**src/rtl/stopwatch_core.sv**
```systemverilog
`default_nettype none
// ============================================================================
// stopwatch_core: BCD stopwatch core with run/pause/clear, adjust and lap.
// Lap freeze is built only when STOPWATCH_LAP_EN is defined.       Rev 1.0
// ============================================================================
module stopwatch_core #(
  parameter int CLK_HZ  = 100_000_000,
  parameter int ADJ_HZ  = 2,
  parameter int MIN_MAX = 59
) (
  input  logic       clk,
  input  logic       reset,
  input  logic       start_stop,
  input  logic       lap,
  input  logic       clear,
  input  logic       sel,
  input  logic       adj,
  output logic [3:0] min_tens,
  output logic [3:0] min_units,
  output logic [3:0] sec_tens,
  output logic [3:0] sec_units,
  output logic       running,
  output logic       frozen,
  output logic [3:0] blink_mask,
  output logic       tick
);

  localparam int CW = $clog2(CLK_HZ);
  localparam logic [CW-1:0] c_PRE_LAST = CW'(CLK_HZ - 1);
  localparam logic [CW-1:0] c_ADJ_LAST = CW'(CLK_HZ / ADJ_HZ - 1);
  localparam logic [CW-1:0] c_BLK_LAST = CW'(CLK_HZ / 4 - 1);
  localparam logic [7:0]    c_MIN_BCD  = {4'(MIN_MAX / 10), 4'(MIN_MAX % 10)};
  localparam logic [7:0]    c_SEC_BCD  = 8'h59;

  typedef enum logic [1:0] {S_IDLE, S_RUN, S_PAUSE, S_ADJUST} state_t;

  function automatic logic [7:0] bcd_inc(input logic [7:0] v, input logic [7:0] last);
    if (v == last) return 8'h00;
    if (v[3:0] == 4'd9) return {v[7:4] + 4'd1, 4'd0};
    return {v[7:4], v[3:0] + 4'd1};
  endfunction

  // Assertion is immediate; release reaches the core only after two clk edges.
  logic [1:0] rst_sync_q;
  logic       rst_n;
  always_ff @(posedge clk or negedge reset) begin
    if (!reset) rst_sync_q <= 2'b00;
    else        rst_sync_q <= {rst_sync_q[0], 1'b1};
  end
  assign rst_n = rst_sync_q[1];

  state_t        state_q, state_d;
  logic [CW-1:0] presc_q, presc_d, adjt_q, adjt_d, blkt_q, blkt_d;
  logic          blk_ph_q, blk_ph_d;
  logic          sel_q;
  logic [15:0]   count_q, count_d;
  logic [15:0]   disp_q, disp_d;
  logic          running_q, tick_q, tick_d;
  logic [3:0]    mask_q, mask_d;
  logic          lap_ev, unfreeze;

  always_comb begin
    state_d  = state_q;
    presc_d  = presc_q;
    adjt_d   = adjt_q;
    blkt_d   = blkt_q;
    blk_ph_d = blk_ph_q;
    count_d  = count_q;
    tick_d   = 1'b0;
    lap_ev   = 1'b0;
    unfreeze = 1'b0;
    case (state_q)
      S_IDLE: begin
        if (adj)             state_d = S_ADJUST;
        else if (start_stop) state_d = S_RUN;
      end
      S_RUN: begin
        if (adj)             state_d = S_ADJUST;
        else if (start_stop) state_d = S_PAUSE;
        else begin
          lap_ev = lap;
          if (presc_q == c_PRE_LAST) begin
            presc_d       = '0;
            tick_d        = 1'b1;
            count_d[7:0]  = bcd_inc(count_q[7:0], c_SEC_BCD);
            if (count_q[7:0] == c_SEC_BCD)
              count_d[15:8] = bcd_inc(count_q[15:8], c_MIN_BCD);
          end else begin
            presc_d = presc_q + CW'(1);
          end
        end
      end
      S_PAUSE: begin
        if (adj) state_d = S_ADJUST;
        else if (clear) begin
          state_d  = S_IDLE;
          count_d  = '0;
          presc_d  = '0;
          unfreeze = 1'b1;
        end
        else if (start_stop) state_d = S_RUN;
        else                 lap_ev  = lap;
      end
      S_ADJUST: begin
        if (!adj) state_d = S_PAUSE;
        else begin
          if (blkt_q == c_BLK_LAST) begin
            blkt_d   = '0;
            blk_ph_d = ~blk_ph_q;
          end else begin
            blkt_d = blkt_q + CW'(1);
          end
          // A field switch restarts the increment period for the new field.
          if (sel != sel_q) adjt_d = '0;
          else if (adjt_q == c_ADJ_LAST) begin
            adjt_d = '0;
            tick_d = 1'b1;
            if (sel) count_d[7:0]  = bcd_inc(count_q[7:0], c_SEC_BCD);
            else     count_d[15:8] = bcd_inc(count_q[15:8], c_MIN_BCD);
          end else begin
            adjt_d = adjt_q + CW'(1);
          end
        end
      end
      default: state_d = S_IDLE;
    endcase
    if (state_d == S_ADJUST && state_q != S_ADJUST) begin
      adjt_d   = '0;
      blkt_d   = '0;
      blk_ph_d = 1'b1;
      unfreeze = 1'b1;
    end
    mask_d = (state_d == S_ADJUST && blk_ph_d) ? (sel ? 4'b0011 : 4'b1100) : 4'b0000;
  end

  always_ff @(posedge clk or negedge rst_n) begin
    if (!rst_n) begin
      state_q   <= S_IDLE;
      presc_q   <= '0;
      adjt_q    <= '0;
      blkt_q    <= '0;
      blk_ph_q  <= 1'b0;
      sel_q     <= 1'b0;
      count_q   <= '0;
      disp_q    <= '0;
      running_q <= 1'b0;
      tick_q    <= 1'b0;
      mask_q    <= '0;
    end else begin
      state_q   <= state_d;
      presc_q   <= presc_d;
      adjt_q    <= adjt_d;
      blkt_q    <= blkt_d;
      blk_ph_q  <= blk_ph_d;
      sel_q     <= sel;
      count_q   <= count_d;
      disp_q    <= disp_d;
      running_q <= (state_d == S_RUN);
      tick_q    <= tick_d;
      mask_q    <= mask_d;
    end
  end

`ifdef STOPWATCH_LAP_EN
  logic        frozen_q, frozen_d;
  logic [15:0] cap_q, cap_d;

  always_comb begin
    frozen_d = frozen_q;
    cap_d    = cap_q;
    if (unfreeze) frozen_d = 1'b0;
    else if (lap_ev) begin
      frozen_d = ~frozen_q;
      if (!frozen_q) cap_d = count_q;
    end
  end

  always_ff @(posedge clk or negedge rst_n) begin
    if (!rst_n) begin
      frozen_q <= 1'b0;
      cap_q    <= '0;
    end else begin
      frozen_q <= frozen_d;
      cap_q    <= cap_d;
    end
  end

  assign disp_d = frozen_d ? cap_d : count_d;
  assign frozen = frozen_q;
`else
  logic unused_lap;
  assign unused_lap = lap_ev ^ unfreeze;
  assign disp_d     = count_d;
  assign frozen     = 1'b0;
`endif

  assign {min_tens, min_units, sec_tens, sec_units} = disp_q;
  assign running    = running_q;
  assign tick       = tick_q;
  assign blink_mask = mask_q;

endmodule
`default_nettype wire

```
**config.mk**
```make
export PLATFORM = sky130hd
export DESIGN_NAME = stopwatch_core
export DESIGN_NICKNAME = d
export VERILOG_FILES = /design/src/rtl/stopwatch_core.sv
export SDC_FILE = /design/constraint.sdc
export NUM_CORES = 1
export LEC_CHECK = 0
export CAP_MARGIN = 15
export CORE_ASPECT_RATIO = 1.2
export CORE_UTILIZATION = 41
export CTS_CLUSTER_DIAMETER = 200
export DETAILED_ROUTE_END_ITERATION = 10
export PLACE_DENSITY_LB_ADDON = 0.05
export SLEW_MARGIN = 10
export SYNTH_ARGS = -nofsm -noshare
export SYNTH_HDL_FRONTEND = slang
export SYNTH_SLANG_ARGS = --single-unit
```
**constraint.sdc**
```tcl
create_clock -name clk -period 3.7 [get_ports clk]
set_input_delay 0.74 -clock clk [delete_from_list [all_inputs] [get_ports clk]]
set_output_delay 0.74 -clock clk [all_outputs]
set_load 0.005 [all_outputs]
```
==> results of run 1 <==
-- cells by family (layout without fill, tap and decap cells) --
| kind of cell | after synthesis | count (layout) | synth area share [%] |
|---|---|---|---|
| xor gates and xnor gates | 32 | 32 | 4.79 |
| adders and majority gates | 11 | 11 | 2.35 |
| AOI/OAI and AO/OA | 151 | 151 | 16.1 |
| other | 2 | 2 | 0.128 |
| DFF | 107 | 107 | 45.8 |
| buffers and inverters | 47 | 71 | 3.30 |
| muxes | 7 | 7 | 1.41 |
| and+or+nand+nor | 293 | 293 | 26.1 |
-- how the worst max path moves through the flow --
stage,startpoint,end,cells past startpoint
CTS,start_stop,presc_q[25],7
finish,start_stop,presc_q[25],7
detailed placement,start_stop,presc_q[25],7
global placement,start_stop,presc_q[21],7
floorplan,rst_sync_q[1],adjt_q[0],0
global route,start_stop,presc_q[25],7
-- through the flow --
stage | hold slack (ns) | power, mW | util, % | setup slack [ns] | cells
after floorplan | 0.331 | 1.53 | - | 0.499 | 650
after global placement | 0.338 | 1.67 | 45.3 | 0.590 | 829
after detailed placement | 0.336 | 1.69 | 45.3 | 0.571 | 829
after CTS | 0.367 | 2.63 | 47.3 | 0.946 | 845
after global routing | 0.377 | 2.72 | 47.3 | 0.744 | 845
final | 0.367 | 2.59 | 47.3 | 0.900 | 845
-- power by group --
part	total, mW	internal, mW	switching [mW]
sequential	1.33	1.24	0.0923
clock	0.931	0.476	0.455
combinational	0.328	0.162	0.166
total	2.59	1.87	0.713
-- metal layers --
metal | up-vias | track usage (%) | wire [um]
met5 | - | 0 | 0
li1 | 2366 | - | -
met1 | 2330 | 24.8 | 6420
met4 | 0 | 7.23 | 171
met2 | 56 | 33.3 | 6480
met3 | 11 | 2.52 | 230
-- synth_stat cells, drive strengths merged (6+ instances only) --
| cell | count | area share (%) |
|---|---|---|
| o21ai | 81 | 6.9 |
| and3 | 24 | 2.6 |
| and2 | 7 | 0.75 |
| nand4 | 26 | 2.9 |
| xnor2 | 18 | 2.7 |
| nor2 | 62 | 4.0 |
| nor4 | 7 | 1.0 |
| nand2 | 71 | 4.6 |
| buf | 6 | 0.66 |
| nand3b | 6 | 0.77 |
| nor2b | 6 | 0.64 |
| nand3 | 37 | 3.2 |
| dfrtp | 107 | 46 |
| and4 | 7 | 1.0 |
| nor3 | 13 | 1.2 |
| clkbuf | 23 | 1.5 |
| inv | 18 | 1.2 |
| o31ai | 13 | 1.7 |
| a21oi | 15 | 1.3 |
| ha | 11 | 2.4 |
| a31oi | 8 | 0.86 |
| a22o | 9 | 1.3 |
| xor2 | 14 | 2.1 |
-- sequential cells by signal (all words and copies together), names as in the netlist --
name        flops
blk_ph_q        1
blkt_q         27
rst_sync_q      2
running         1
sel_q           1
presc_q        27
state_q         2
blink_mask      2
disp_q         16
adjt_q         27
tick            1
-- final cells by class --
cell class | instances | area, um2 | area share, %
clock buffer | 10 | 239 | 3.64
inverter | 18 | 67.6 | 1.03
tap | 171 | 214 | 3.26
multi-input combinational | 496 | 2980 | 45.3
clock inverter | 6 | 40.0 | 0.610
sequential | 107 | 2680 | 40.9
timing repair buffer | 37 | 345 | 5.26
==> results.md, run 1 <==
Clocking:
- The root buffer cell is sky130_fd_sc_hd__clkbuf_16.
- The CTS tree is built.
- The number of clock sinks is 107.
- Counting the buffers created by CTS gives 9.
- Buffers inserted to repair hold after CTS numbered 0.
- The later pin in the worst-skew pair is clocked with a latency of between 0.3 and 0.4 ns.
- The register clock-pin slew on the reported worst setup and hold paths is around 0.080 ns.
- Counting along the longest clock path gives a buffer depth of 2.
- The H-tree was split into 3 levels.
- The number of resized instances in the post-cts repair step is 0.
- After clock tree synthesis, the setup repair step added 0 buffers.

STA:
- The hold violation total from the final report is 0.
- The worst-margin pin slew is between 1 and 1.5 ns.
- The final clock skew is roughly 0.013 ns.
- The remaining max-slew budget at the tightest pin is 31.5%.
- The final period demand of the worst path is approximately 2.8 ns.
- Static timing analysis puts the maximum clock frequency at 357 MHz.
- Setup repair after global routing left no endpoint under its margin.
- The final critical path takes up 75.7% of the cycle.
- The final number of max-transition violations is 0.
- Setup violations remaining at the end of the flow were counted as 0.
- Adding up every negative setup slack in the final design gives 0 ns.

Setup path:
- Of all nets on the critical path, the largest fanout is 7.
- The cell type of the slowest stage on the worst timing path is sky130_fd_sc_hd__or3b_1.
- STA classifies the critical path startpoint as an input port.
- The worst-case reg-to-reg path depth is 6.
- The worst register-to-register path ends at disp_q[13].
- The cell type group with the largest total delay on the critical path is simple AND/OR/NAND/NOR gates.
- The worst setup path is of the input port to flip-flop kind.
- The worst endpoint required time is 3.95 ns.
- The critical path goes through clkdlybuf4s50_1, or3b_1, a211oi_1, nand4b_1, nor3_1, xnor2_1, nor2_1.
- The flop-to-flop setup slack is between 1 and 1.5 ns.
- The worst reg2reg path startpoint is adjt_q[8].
- The signal arrival time at the worst endpoint is 3.05 ns.
- The delay contributed by the slowest stage of the critical path is ~0.5 ns.
- Counting both buffers and inverters, the worst setup path holds a total of 1.
- The type of element capturing the critical path is a flip-flop.

Cells and area:
- The library cell used most frequently in the layout, excluding fill and tap cells, is sky130_fd_sc_hd__dfrtp_1.
- The area growth from synthesis to layout is 12.3%.
- The finished cells cover 0.00656 mm2.
- The number of nets in the layout is about 700.
- The layout has 1,357 filler cells.
- 0 antenna diodes ended up in the layout.
- The fraction of final layout cells with drive strength greater than 1 is 6.08%.
- In the layout the commonest cells are sky130_fd_sc_hd__dfrtp_1, sky130_fd_sc_hd__nand2_1, sky130_fd_sc_hd__o21ai_0.

Pwr:
- In this run the power density over the cells is 394 mW/mm2.
- The static power due to leakage is around 2.8 nW.
- The worst ir drop on vdd is 0.178 mV.

Routing:
- In this run the remaining antenna-violating nets after routing total 0.
- The average wire per standard cell is 15.7 um.
- For this run, the detailed router's first-pass iteration total came to 7.
- For this block, the via count after detailed routing is 4,763.
- In the routed layout, each cell is associated on average with a via count of roughly 5.6.
- The total detailed-routing wirelength is 13.3 mm.
- In the routed design, unresolved DRC markers number 12.
- For this block, the initial DRC count from the detailed router was 306.

Floorplanning:
- The floorplan step defined a die boundary enclosing 0.0147 mm2.
- In this run the horizontal extent of the chip is 111 um.
- The initial core utilization is a little over two fifths.
- The region available for standard cell placement spans 0.0139 mm2.
- The number of placed I/O pins is 30.
- The floorplan has 47 rows.
- The die span in y is 133 um.

Synth:
- The number of different library cells used by synthesis comes to 64.
- Yosys printed 0 warnings.
- The synthesized netlist occupies a cell area of 0.00585 mm2.
- The most frequently used flop master after synthesis is sky130_fd_sc_hd__dfrtp_1.
- In the synthesized netlist, the number of instances is 650.
- The number of flip-flops and latches in the synthesized netlist is 107.
- The share of synthesized registers carrying an async set or reset is 100%.
- The part of the Yosys area used for sequential elements is 45.8%.
- In this run the mean area of a mapped cell was 8.99 um2.
- Counting flops with a built-in enable in the synthesized netlist gives 0.
- The number of nets in the synthesized netlist is 668.

Global route:
- The final global-route overflow total is 0.
- The wire length of the first global-routing pass is 23.0 mm.
- Entering global routing, the biggest net connects 66 pins.
- The via count of the first global-routing pass is roughly 4,700.
- The global-route usage over all layers is between 10% and 20%.
- The number of antenna violations at the first check in global routing was 0.

Run status:
- The flow ran to the end, but the final reports show violations.
- The checks that failed: DRC.

Hold path:
- The launch point of the worst hold path is rst_sync_q[0].
- Along the worst hold path, the cell count comes to 0.
- The destination of the worst hold path is rst_sync_q[1].
- The class of the tightest hold or removal check is flip-flop to flip-flop.

Placement:
- The number of I/O port buffers is 27.
- The last weighted congestion value of the routability-driven placer is approximately 0.78.
- The detailed placement HPWL is about 9.1 mm.
- The cell area reported after detailed placement is 0.00628 mm2.

Job:
- The count of max-cap constraint violations is 0.
Power figures use the tool's default switching activity.
==> run 2, diff against run 1 <==
==> constraint.sdc (replaced) <==
create_clock -name clk -period 2.45 [get_ports clk]
set_input_delay 0.49 -clock clk [delete_from_list [all_inputs] [get_ports clk]]
set_output_delay 0.49 -clock clk [all_outputs]
set_load 0.005 [all_outputs]
==> results.md, run 2 (synthesis gave the netlist of run 1 again) <==
Run status:
- The run finished, with violations left.
- The final reports fail on DRC.

STA:
- In the post-route analysis, the smallest setup slack over all paths is just under 0.06 ns.
- The final clock period utilization by the worst path is 97.6%.
- For the finished layout, the period the worst path requires is 2.39 ns.
- The final clock skew is 0.00824 ns.
- The hold violation total from the final report is 0.
- The final number of max-transition violations is 0.
- Measured against its own limit, the worst slew margin works out to 55.4%.
- The worst-margin pin slew is 0.669 ns.
- Setup violations remaining at the end of the flow were counted as 0.
- The timing-limited maximum frequency is ~420 MHz.

Routing:
- In this run the remaining antenna-violating nets after routing total 0.
- In the routed design, unresolved DRC markers number 9.
- The number of detailed-routing iterations run before antenna repair is 7.
- For this block, the initial DRC count from the detailed router was between 200 and 250.
- The routed layout has 4,935 vias.
- The average wire per standard cell is 15.4 um.
- Dividing the detail-routed via count by the number of cells gives about 5.6.
- The total detailed-routing wirelength is 13.7 mm.

Setup path:
- Of all nets on the critical path, the largest fanout is 4.
- The signal arrival time at the worst endpoint is about 2.7 ns.
- The critical path goes through ha_2, nand3_1, or4_4, nor4_4, buf_4, o211ai_4, or4_1, o221ai_1.
- The worst setup path is of the flip-flop to flip-flop kind.
- The startpoint type of the worst setup path is a flip-flop.
- The slowest stage of the critical path belongs to the cell sky130_fd_sc_hd__or4_4.
- The delay contributed by the slowest stage of the critical path is 0.54 ns.
- STA classifies the critical path endpoint as a flip-flop.
- The worst endpoint required time is 2.70 ns.

Floorplanning:
- The total core area is ~0.014 mm2.
- The initial utilization of the core area, before any placement, comes to between 40% and 50%.
- The number of rows created at floorplan is between 40 and 50.
- The die covers 0.0147 mm2.
- For this design the top-level I/O count stands at 30.
- The die width is 111 um.
- Measured along the y axis, the die boundary spans 133 um.

Pwr:
- For this design the ratio of total power to cell area is just under 600 mW/mm2.
- Summed over all nets, the switching power comes to 1.09 mW.
- The internal portion of total power is 2.98 mW.
- The sequential share of power is ~49%.
- Net switching is a little over a quarter of the power.
- The clock network accounts for a little under two fifths of the total power.
- Of the total power, combinational logic draws between 10% and 20%.
- The worst ir drop on vdd is 0.317 mV.
- The static power due to leakage is 3.02 nW.

Cells and area:
- The number of nets in the layout is about 730.
- The antenna diode instance count is 0.
- The fraction of final layout cells with drive strength greater than 1 is 12.1%.
- The end-of-flow core utilization is a little over 50%.
- Leaving out fill and tap cells, the most frequent cells in the layout are sky130_fd_sc_hd__dfrtp_1, sky130_fd_sc_hd__nand2_1, sky130_fd_sc_hd__o21ai_0.
- The commonest non-fill, non-tap cell in the layout is sky130_fd_sc_hd__dfrtp_1.
- In the final layout, the registers with the most flip-flops are adjt_q: 27 flops, blkt_q: 27 flops, presc_q: 27 flops.
- The final non-filler cell total is ~890.
- The relative area change from synthesis to final layout is 19.3%.

Clocking:
- The clock latency at the later pin of the worst-skew pair is 0.36 ns.
- Clock-pin slew was measured on the worst setup and hold paths at 0.07 ns.
- The H-tree generated during clock tree synthesis spans 3 levels.
- The number of clock sinks is 107.
- CTS placed an instance of sky130_fd_sc_hd__clkbuf_16 at the clock tree root.
- TritonCTS built the clock tree.
- No sink is reached through more buffers than the 2 on the longest clock path.
- Clock tree synthesis inserted a total of 9 buffers.

Global route:
- The via count of the first global-routing pass is 4,838.
- The met1 layer usage reported by global route is 24.8%.
- The first global-routing pass estimated 23.2 mm of wire.
- The final global-route overflow total is 0.
- Global routing consumed, on the met2 layer, 33.4% of the routing resources.
- The global-route usage over all layers is 19.6%.
- The layer flagged by global routing as most heavily used is met2.
- Global routing consumed, on the met3 layer, between 2 and 3% of the routing resources.
- The number of antenna violations at the first check in global routing is 0.
- Entering global routing, the biggest net connects 47 pins.

Placement:
- OpenSTA, run right after detailed placement, puts the worst setup slack at -0.283 ns.
- The number of placed instances with taps included is 872.
- The last weighted congestion value of the routability-driven placer is 0.820.
- In this run the tool buffered the top-level ports with 27 buffer cells.
- The detailed placement HPWL is roughly 9.7 mm.

Job:
- The tool flagged a number of max-cap violations equal to 0.

Hold path:
- The class of the tightest hold or removal check is input port to async pin.
run 2: worst paths after layout:
path	end	cells past startpoint	start	slack (ns)
worst max-delay path	disp_q[15]	8	presc_q[0]	0.06
worst min-delay path	rst_sync_q[0]	1	reset	0.30
worst max register to register	disp_q[15]	8	presc_q[0]	0.06
worst min register to register	rst_sync_q[1]	0	rst_sync_q[0]	0.36
max in group asynchronous	adjt_q[1]	1	rst_sync_q[1]	1.46
min in group clk	rst_sync_q[1]	0	rst_sync_q[0]	0.36
run 2: final cells by class:
cell class | instances | area, um2
multi-input cells | 496 | 2990
flip-flops and latches | 107 | 2680
clock buffers | 11 | 243
well taps | 171 | 214
fillers | 1273 | 6900
inverters | 18 | 67.6
clock inverters | 5 | 60.1
repair buffers | 81 | 726
run 2: timing repair:
| action | CTS | global route |
|---|---|---|
| setup buffers | 0 | 1 |
| gates resized for setup | 0 | 3 |
| hold buffers | 0 | 0 |
| endpoints found under the setup margin | 0 | 16 |
| endpoints found under the hold margin | 0 | 0 |
run 2: worst max-delay path, delay by kind of cell, from the launching register on:
| family | cells | cell delay (ns) |
|---|---|---|
| adders and majority gates | 1 | 0.22 |
| and+or+nand+nor | 4 | 1.30 |
| buffers and inverters | 1 | 0.17 |
| DFF | 1 | 0.41 |
| AOI/OAI and AO/OA | 2 | 0.20 |
run 2: routing by layer:
layer  share of wire [%]  vias to the layer above
met5                   0                        -
met2                  49                       71
met1                  46                     2382
li1                    -                     2465
met3                 2.6                       17
met4                 1.7                        0
run 2: power groups by stage:
| stage | registers (mW) | logic (mW) | clock network [mW] |
|---|---|---|---|
| floorplan | 2.02 | 0.288 | 0 |
| global placement | 2.03 | 0.545 | 0 |
| detailed placement | 2.03 | 0.569 | 0 |
| CTS | 2.00 | 0.571 | 1.55 |
| global route | 2.02 | 0.646 | 1.62 |
| finish | 2.00 | 0.573 | 1.51 |
run 2: through the flow:
stage	hold slack [ns]	area, um2	power (mW)	setup TNS, ns
3_3_place_gp	0.332	6660	2.57	-4.22
2_1_floorplan	0.194	5850	2.31	0
5_1_grt	0.301	6980	4.28	-0.00539
3_5_place_dp	0.340	6660	2.60	-4.24
6_report	0.298	6980	4.08	0
4_1_cts	0.288	6960	4.12	0
==> run 3, diff against run 2 <==
--- a/config.mk
+++ b/config.mk
@@ -5,11 +5,12 @@
 export SDC_FILE = /design/constraint.sdc
 export NUM_CORES = 1
 export LEC_CHECK = 0
+export ABC_CLOCK_PERIOD_IN_PS = 2450
 export CAP_MARGIN = 15
-export CORE_ASPECT_RATIO = 1.2
 export CORE_UTILIZATION = 41
 export CTS_CLUSTER_DIAMETER = 200
 export DETAILED_ROUTE_END_ITERATION = 10
+export HOLD_SLACK_MARGIN = 0.08
 export PLACE_DENSITY_LB_ADDON = 0.05
 export SLEW_MARGIN = 10
 export SYNTH_ARGS = -nofsm -noshare
==> results.md, run 3 (synthesis gave the netlist of run 1 again) <==
Run status:
- The run finished with clean final reports.

STA:
- The total setup violations reported at the end of the flow is 0.
- The total negative slack is 0 ns.
- The hold violation total from the final report was 0.
- The final number of max-transition violations is 0.
- The worst-margin pin slew is around 0.61 ns.
- The worst hold slack after final layout is 0.289 ns.
- The final period demand of the worst path is 2.27 ns.
- Setup repair after global routing left no endpoint under its margin.
- For the final database, setup skew stands at roughly 0.0075 ns.
- The remaining max-slew budget at the tightest pin is 59.3%.
- The timing-limited maximum frequency is roughly 440 MHz.
- Of the available clock period, the critical path in the final layout requires 92.8%.

Pwr:
- The power per unit of standard cell area is 598 mW/mm2.
- The power after layout is 4.16 mW.
- The static power due to leakage is approximately 3.0 nW.
- VDD sags by at most 0.458 mV.

Setup path:
- At the worst endpoint, the arrival time is about 2.6 ns.
- Tracing the worst setup path back leads to its startpoint at presc_q[21].
- In this run the critical register-to-register path is launched from presc_q[21].
- The startpoint type of the worst setup path is a flip-flop.
- The critical path is of the flip-flop to flip-flop type.
- The cell type of the slowest stage on the worst timing path is sky130_fd_sc_hd__or4_4.
- The critical path depth in cells is 7.
- The critical path ends at disp_q[15].
- The flop-to-flop setup slack is 0.18 ns.
- The worst register-to-register path ends at disp_q[15].
- Among cell families on the critical path, the largest total delay comes from simple AND/OR/NAND/NOR gates.
- In this design, the stage delay of the slowest critical-path cell is 0.59 ns.
- Counting both buffers and inverters, the worst setup path holds a total of 1.
- The signal on the critical path passes through nand4_1, or4_4, nor4_4, buf_4, o211ai_4, or4_1, o221ai_1.
- The worst-path maximum fanout is 4.
- The type of element capturing the critical path is a flip-flop.
- Measured in cells, the most critical reg-to-reg path has a length of 7.
- The worst endpoint required time is 2.72 ns.

Floorplanning:
- The die span in y is 121 um.
- The number of rows created at floorplan is 43.
- The core region is between 0.01 and 0.015 mm2.
- During I/O placement, the number of pins put on the boundary was 30.
- The initial core utilization is 42.1%.
- The area enclosed by the die boundary is 0.0147 mm2.
- The die width is 121 um.

Routing:
- The number of detailed-routing iterations run before antenna repair is 4.
- The total detailed-routing wirelength is ~14 mm.
- The average wire per standard cell is 15.3 um.
- Using the TritonRoute via totals, the vias-per-cell ratio works out to 5.54.
- The antenna violation net count after detailed routing is 0.
- For this run, design rule violations remaining after detail routing come to 0.
- After the first detailed-routing iteration, the DRC count stood at 243.
- Detailed routing inserted a total of 4,942 vias.

Clocking:
- The number of clock sinks is about 110.
- At the later pin of the worst-skew pair, clock insertion delay measures around 0.36 ns.
- The number of levels in the clock H-tree is 3.
- The clock tree buffer depth is 2.
- In this run, post-CTS hold repair placed 0 buffers.
- The CTS tree is built.
- The root buffer cell is sky130_fd_sc_hd__clkbuf_16.
- The number of clock buffers added by TritonCTS is 9.
- After clock tree synthesis, the clock-pin slew on the worst setup and hold paths is 0.07 ns.

Cells and area:
- The fraction of final layout cells with drive strength greater than 1 is 11.4%.
- The count of filler cells inserted in the layout is 1,321.
- The commonest non-fill, non-tap cell in the layout is sky130_fd_sc_hd__dfrtp_1.
- The largest registers in the layout are adjt_q: 27 flops, blkt_q: 27 flops, presc_q: 27 flops.
- The total non-filler cell area in the finished layout is 0.00695 mm2.
- The antenna diode instance count is 0.
- For this run, the post-layout net count is roughly 730.
- The area growth from synthesis to layout is 18.9%.
- Summing all flip-flop and latch instances after layout gives 0.00268 mm2.
- In the layout the commonest cells are sky130_fd_sc_hd__dfrtp_1, sky130_fd_sc_hd__nand2_1, sky130_fd_sc_hd__o21ai_0.
- In the final layout, the multi-input gates occupy 0.00299 mm2.

Global route:
- In the global route stage, overall resource usage came out at around 21%.
- The first global-routing pass estimated ~24 mm of wire.
- The pin count of the biggest net entering global routing is 49.
- Summed over all layers, the global routing overflow is 0.
- The number of antenna violations at the first check in global routing is 0.
- The via count of the first global-routing pass came to 4,958.

Placement:
- The number of I/O port buffers is 27.
- The last weighted congestion value of the routability-driven placer is 0.805.
- The detailed placement HPWL is 9.39 mm.
- The placed instances occupy a cell area of 0.00662 mm2.

Hold path:
- The worst hold path belongs to the class input port to async pin.

Job:
- The tool flagged a number of max-cap violations equal to 0.
==> run 3: changes by cell type in the layout (fill, tap and decap cells not counted) <==
cell and delta:
sky130_fd_sc_hd__buf_4 -5, sky130_fd_sc_hd__buf_12 -1, sky130_fd_sc_hd__bufinv_16 +1, sky130_fd_sc_hd__clkbuf_1 +1
sky130_fd_sc_hd__clkinvlp_4 -1, sky130_fd_sc_hd__inv_6 -1, sky130_fd_sc_hd__or3b_1 -1, sky130_fd_sc_hd__or3b_4 +1
==> run 3: metrics by stage <==
stage / util (%) / instances / worst slack (ns)
4_1_cts: 50.0 / 892 / 0.0921
3_5_place_dp: 47.7 / 876 / -0.297
6_report: 50.1 / 892 / 0.177
5_1_grt: 50.1 / 892 / 0.0351
3_3_place_gp: 47.7 / 876 / -0.267
2_1_floorplan: - / 650 / 0.200
==> run 3: power breakdown <==
group | internal [mW] | total [mW] | switching (mW)
clock network | 0.926 | 1.60 | 0.674
registers | 1.87 | 1.99 | 0.127
logic | 0.281 | 0.562 | 0.281
total | 3.07 | 4.16 | 1.08
==> run 3: routing by layer <==
layer	part of all wire, %	vias up	wire (um)	track usage, %
met1	50	2405	6820	28.4
met4	1.0	0	137	6.56
met2	46	72	6310	32.2
met3	3.0	11	414	4.56
met5	0	-	0	0
li1	-	2454	-	-
==> run 3: final cells by class <==
class	count	area share, %
multi-input cells	496	43.0
well taps	180	3.24
clock buffers	12	3.55
flip-flops and latches	107	38.6
inverters	18	0.972
repair buffers	75	9.61
clock inverters	4	1.06
==> run 3: timing repair <==
item,4_1_cts,5_1_grt
endpoints found under the setup margin,0,15
gates resized for setup,0,4
buffers inserted,0,0
==> run 3: how the worst min path moves through the flow <==
stage | endpoint | from | slack [ns]
6_report | rst_sync_q[1] | reset | 0.29
5_1_grt | rst_sync_q[1] | reset | 0.28
4_1_cts | rst_sync_q[1] | reset | 0.27
3_5_place_dp | adjt_q[8] | rst_sync_q[1] | 0.33
3_3_place_gp | adjt_q[8] | rst_sync_q[1] | 0.32
2_1_floorplan | rst_sync_q[0] | reset | 0.19
